==> src/rtl/hitbox_detect.sv <==
// Circle-vs-box collision detector for two player hitboxes against the ball.
// Optional macro HITBOX_EXCLUSIVE_EN: when both players hit, flag only the nearer one (tie -> P1).
module hitbox_detect #(
  parameter int BALL_R   = 40,
  parameter int PLAYER_W = 128,
  parameter int PLAYER_H = 128,
  parameter int INSET    = 8
) (
  input  logic       clk,
  input  logic       rst_n,
  input  logic       valid,
  input  logic [9:0] p1_pos_x,
  input  logic [9:0] p1_pos_y,
  input  logic [9:0] p2_pos_x,
  input  logic [9:0] p2_pos_y,
  input  logic [9:0] ball_pos_x,
  input  logic [9:0] ball_pos_y,
  output logic       p1_cover,
  output logic       p2_cover,
  output logic       done,
  output logic       busy,
  output logic       overrun
);

  typedef enum logic [3:0] {
    IDLE, CLAMP1, SQX1, SQY1, CMP1, CLAMP2, SQX2, SQY2, CMP2, UPDATE
  } state_t;

  localparam logic signed [11:0] R_S   = 12'(BALL_R);
  localparam logic signed [11:0] LO_S  = 12'(INSET);
  localparam logic signed [11:0] XHI_S = 12'(PLAYER_W - 1 - INSET);
  localparam logic signed [11:0] YHI_S = 12'(PLAYER_H - 1 - INSET);
  localparam logic [23:0]        R_SQ  = 24'(BALL_R * BALL_R);

  state_t state, state_next;

  logic [9:0] s_p1x, s_p1y, s_p2x, s_p2y, s_bx, s_by;
  logic signed [11:0] dx, dy;
  logic [23:0] acc;
  logic hit1, hit2;
`ifdef HITBOX_EXCLUSIVE_EN
  logic [23:0] dist1, dist2;
`endif

  logic signed [11:0] cx, cy, px, py, x0, x1, y0, y1, qx, qy, mul_op;
  logic signed [23:0] prod;

  always_ff @(posedge clk or negedge rst_n) begin
    if (!rst_n) state <= IDLE;
    else        state <= state_next;
  end

  always_comb begin
    state_next = state;
    busy       = (state != IDLE);
    case (state)
      IDLE:    if (valid) state_next = CLAMP1;
      CLAMP1:  state_next = SQX1;
      SQX1:    state_next = SQY1;
      SQY1:    state_next = CMP1;
      CMP1:    state_next = CLAMP2;
      CLAMP2:  state_next = SQX2;
      SQX2:    state_next = SQY2;
      SQY2:    state_next = CMP2;
      CMP2:    state_next = UPDATE;
      UPDATE:  state_next = IDLE;
      default: state_next = IDLE;
    endcase
  end

  // Clamp ball centre into the active player's box; one multiplier squares dx then dy.
  always_comb begin
    cx = signed'({2'b00, s_bx}) + R_S;
    cy = signed'({2'b00, s_by}) + R_S;
    if (state == CLAMP2) begin
      px = signed'({2'b00, s_p2x});
      py = signed'({2'b00, s_p2y});
    end else begin
      px = signed'({2'b00, s_p1x});
      py = signed'({2'b00, s_p1y});
    end
    x0 = px + LO_S;
    x1 = px + XHI_S;
    y0 = py + LO_S;
    y1 = py + YHI_S;
    qx = cx;
    if (cx < x0)      qx = x0;
    else if (cx > x1) qx = x1;
    qy = cy;
    if (cy < y0)      qy = y0;
    else if (cy > y1) qy = y1;
    mul_op = (state == SQY1 || state == SQY2) ? dy : dx;
    prod   = mul_op * mul_op;
  end

  always_ff @(posedge clk or negedge rst_n) begin
    if (!rst_n) begin
      s_p1x <= '0; s_p1y <= '0; s_p2x <= '0; s_p2y <= '0; s_bx <= '0; s_by <= '0;
      dx <= '0; dy <= '0; acc <= '0; hit1 <= 1'b0; hit2 <= 1'b0;
`ifdef HITBOX_EXCLUSIVE_EN
      dist1 <= '0; dist2 <= '0;
`endif
      p1_cover <= 1'b0; p2_cover <= 1'b0; done <= 1'b0; overrun <= 1'b0;
    end else begin
      done    <= (state == UPDATE);
      overrun <= valid && (state != IDLE);
      case (state)
        IDLE: if (valid) begin
          s_p1x <= p1_pos_x; s_p1y <= p1_pos_y;
          s_p2x <= p2_pos_x; s_p2y <= p2_pos_y;
          s_bx  <= ball_pos_x; s_by <= ball_pos_y;
        end
        CLAMP1, CLAMP2: begin
          dx <= cx - qx;
          dy <= cy - qy;
        end
        SQX1, SQX2: acc <= unsigned'(prod);
        SQY1, SQY2: acc <= acc + unsigned'(prod);
        CMP1: begin
          hit1 <= (acc <= R_SQ);
`ifdef HITBOX_EXCLUSIVE_EN
          dist1 <= acc;
`endif
        end
        CMP2: begin
          hit2 <= (acc <= R_SQ);
`ifdef HITBOX_EXCLUSIVE_EN
          dist2 <= acc;
`endif
        end
        UPDATE: begin
`ifdef HITBOX_EXCLUSIVE_EN
          if (hit1 && hit2) begin
            p1_cover <= (dist1 <= dist2);
            p2_cover <= (dist1 > dist2);
          end else begin
            p1_cover <= hit1;
            p2_cover <= hit2;
          end
`else
          p1_cover <= hit1;
          p2_cover <= hit2;
`endif
        end
        default: ;
      endcase
    end
  end

endmodule

==> config.mk <==
export PLATFORM = sky130hd
export DESIGN_NAME = hitbox_detect
export DESIGN_NICKNAME = d
export VERILOG_FILES = /design/src/rtl/hitbox_detect.sv
export SDC_FILE = /design/constraint.sdc
export NUM_CORES = 1
export LEC_CHECK = 0
export ABC_AREA = 1
export BUFFER_PORTS_ARGS = -buffer_cell sky130_fd_sc_hd__buf_2
export CAP_MARGIN = 20
export CORE_UTILIZATION = 40
export CTS_BUF_LIST = sky130_fd_sc_hd__clkbuf_16
export CTS_CLUSTER_SIZE = 28
export DETAILED_ROUTE_END_ITERATION = 10
export SLEW_MARGIN = 10
export SYNTH_ARGS = -nofsm -noshare
export SYNTH_HDL_FRONTEND = slang
export SYNTH_SLANG_ARGS = --single-unit
==> constraint.sdc <==
create_clock -name clk -period 10.3 [get_ports clk]
set_input_delay 1.545 -clock clk [delete_from_list [all_inputs] [get_ports clk]]
set_output_delay 1.545 -clock clk [all_outputs]
set_load 0.02 [all_outputs]
==> PnR_summary.wiki <==
{| class="wikitable"
! Metric !! Value
|-
| Clock Path Buffers || 2
|-
| Share of the synthesized area in the top cell type || 0.199
|-
| CTS-repair resized insts || 0
|-
| RD Place Congestion || 0.937
|-
| Library cells used by synthesis || 51
|-
| Total global-route track usage || 0.211
|-
| Required time at the worst-slack endpoint || 10620 ps
|-
| Number of sinks handled by clock tree synthesis || roughly 120
|-
| Number of max-slew violations in the final report || 0
|-
| Final Cycle Share || 0.873
|-
| Number of H-tree branching levels || 4
|-
| DRC violation count after routing || 0
|-
| Peak fanout along the critical path || 42
|-
| Final cell utilization of the core || 0.445
|-
| Min Clock Period, post-route || 9000 ps
|-
| Crit path capture type || register
|-
| Synth Area in Simple Gates || 0.227
|-
| Maximum clock rate || 111 MHz
|-
| CTS root buffer || clkbuf_16
|-
| Async set-reset flop share out of synthesis || 1.00
|-
| Relative max-transition margin || 0.393
|-
| Startpoint kind of the worst setup timing path || register
|-
| CTS Buf Count || 17
|-
| Vias in the first global route || ~13000
|-
| Grt total ovfl || 0
|-
| Number of antenna violations at the first check in global routing || 1
|-
| Die X-Extent || between 150 and 200 um
|-
| Post-Synth XOR/XNOR Area || 0.0359
|-
| Per-instance average area after synthesis || 7.36 um2
|-
| Quantity of I/O buffers inserted on ports || 67
|-
| Core Area || 36600 um2
|-
| Die footprint || about 38000 um2
|-
| Growth of design area from synthesis to finish || 9.61%
|-
| Class of the worst hold path || reg -> reg
|-
| Final setup fails || 0
|-
| Setup repair bufs after CTS || 0
|-
| Largest family of logic cells by synthesized area || adder cells
|-
| Via Count || 12900
|-
| Clock tree from TritonCTS || yes
|-
| Outcome || complete, no violations
|-
| Most instantiated flip-flop cell in the synthesis netlist || dfrtp_1
|-
| Rows || 70
|-
| Cell with the most instances on the worst path || inv_1
|-
| Skew final || ~13 ps
|-
| Share of the synthesized area in compound gates (AO/OA/AOI/OAI) || 0.120
|-
| Count of flip-flops with a built-in enable after synthesis || 0
|-
| Post-route antenna net violation count || 0
|-
| Top-Level Pins || 68
|-
| Most area-hungry cell type in the Yosys netlist || dfrtp_1
|-
| Wire length per cell after detailed routing || 14.9 um
|-
| First DRT Iteration DRCs || 922
|-
| Clock-pin transition on the worst setup and hold timing paths || ~70 ps
|-
| Die Span Y || 195 um
|-
| Hold_buf cts || 0
|-
| Unrepaired setup endpoints after global routing || no
|-
| Max-capacitance violation count || 0
|-
| Number of instances in the synthesized netlist || 2021
|-
| Final TNS setup || 0 ps
|-
| Net count, final || 2416
|-
| Portion of the post-synthesis area used by sequential elements || 0.199
|-
| Length of the first detailed-routing pass in iterations || 5
|-
| Slowest cell on the critical path || ha_1
|-
| Worst setup path category || reg -> reg
|-
| Largest net degree at the start of global routing || 103
|-
| Wire length of the first global-routing pass || 64.3 mm
|-
| DPL Wire Length || 31.6 mm
|-
| Initial cell density of the core || 0.406
|-
| Crit path largest cell delay || approximately 600 ps
|-
| Total routed wirelength || approximately 38 mm
|-
| Arrival time reported for the critical path endpoint || between 9000 and 10000 ps
|-
| Cell types occupying the most area after synthesis || dfrtp_1, fa_1, ha_1
|-
| Measured slew at the worst slew-check pin || 910 ps
|-
| Net count after synthesis || 2363
|-
| Portion of netlist area occupied by mux cells || 0.0136
|-
| Ratio of cells with drive above 1 in the final layout || 0.0777
|-
| Netlist Area Pre-Place || 14900 um2
|-
| Via count normalized by instance count || 5.06
|-
| Final Hold Violating Endpoints || 0
|-
| Count of synthesis-stage warnings from yosys || 0
|-
| Adder and majority cell fraction of the synthesized area || 0.296
|-
| Number of synthesized register bits || approximately 120
|-
| Clock insertion delay at the later pin of the skew report || 440 ps
|}
[flip-flops by register name, summed over array words and instances (netlist names), 4 cells and up]
name and cells:
acc 24, dx 12, dy 12, s_bx 10, s_by 10, s_p1x 10
s_p1y 10, s_p2x 10, s_p2y 10, state 4
[worst paths after layout]
path / end / from / slack, ps / cells past startpoint
min reg2reg: p1_cover / p1_cover / 460 / 2
min: p1_cover / p1_cover / 460 / 2
max: acc[17] / state[1] / 1300 / 35
max reg2reg: acc[17] / state[1] / 1300 / 35
max in group asynchronous: s_p1y[5] / rst_n / 7790 / 2
min in group asynchronous: acc[13] / rst_n / 1140 / 1
[cells in the mapped netlist, drive strengths merged (4+ instances only)]
master  count
nand3     100
inv       381
and2        6
xnor2      17
clkbuf     25
a21oi     108
or2         4
nand3b      6
fa        122
mux2       18
nand2     492
nor2      160
dfrtp     118
a31oi       8
o211ai      4
xor2       44
o21a        4
buf        12
nand4      24
nor3       14
o21bai      8
ha        157
o21ai     162
[final cells by class]
class / instances / area (um2)
Sequential cell: 118 / 2950
Fill cell: 3763 / 20300
Clock buffer: 17 / 425
Antenna cell: 1 / 2.50
Inverter: 384 / 1440
Tap cell: 468 / 586
Timing Repair Buffer: 71 / 368
Clock inverter: 14 / 209
Multi-Input combinational cell: 1482 / 10300
[cells in the final DEF (no fill, tap or decap), types with 18 or more instances in the layout]
| master | count |
|---|---|
| ha_1 | 157 |
| xor2_1 | 44 |
| o21ai_0 | 135 |
| nand3_1 | 99 |
| fa_1 | 122 |
| mux2_2 | 18 |
| buf_2 | 66 |
| nand4_1 | 24 |
| a21oi_1 | 106 |
| nor2_1 | 155 |
| nand2_1 | 491 |
| dfrtp_1 | 118 |
| inv_1 | 371 |
[critical path, delay by kind of cell, from the launching register on]
family	cells	cell delay, ps
DFF	1	420
AOI/OAI and AO/OA	4	840
adders and majority gates	7	3440
xor gates and xnor gates	1	300
and+or+nand+nor	12	2420
buffers and inverters	11	1460
[routing by layer]
layer | global-route usage | wire [um] | vias to the layer above
met1 | 0.277 | 17500 | 6066
li1 | - | - | 6501
met3 | 0.0319 | 1750 | 35
met4 | 0.0522 | 512 | 0
met2 | 0.364 | 18400 | 315
met5 | 0 | 0 | -
[cell families (layout without fill, tap and decap cells)]
kind of cell,Yosys count,after routing
flops,118,118
xor+xnor,61,61
mux,18,18
fa+ha+maj,279,279
simple gates,812,812
compound gates,312,312
other cells,0,1
buf+inv,421,486
[per-stage QoR]
stage | worst slack, ps | hold slack [ps] | area (um2) | std cells
2_1_floorplan | 3240 | 442 | 14900 | 2021
3_3_place_gp | 1260 | 449 | 15700 | 2523
3_5_place_dp | 1340 | 456 | 15700 | 2523
4_1_cts | 1320 | 468 | 16300 | 2554
5_1_grt | 694 | 515 | 16300 | 2554
6_report | 1300 | 463 | 16300 | 2555
Power is left out: the tool's default activity adds up to more than one toggle a clock period on the data nets, which glitch-free logic cannot reach.
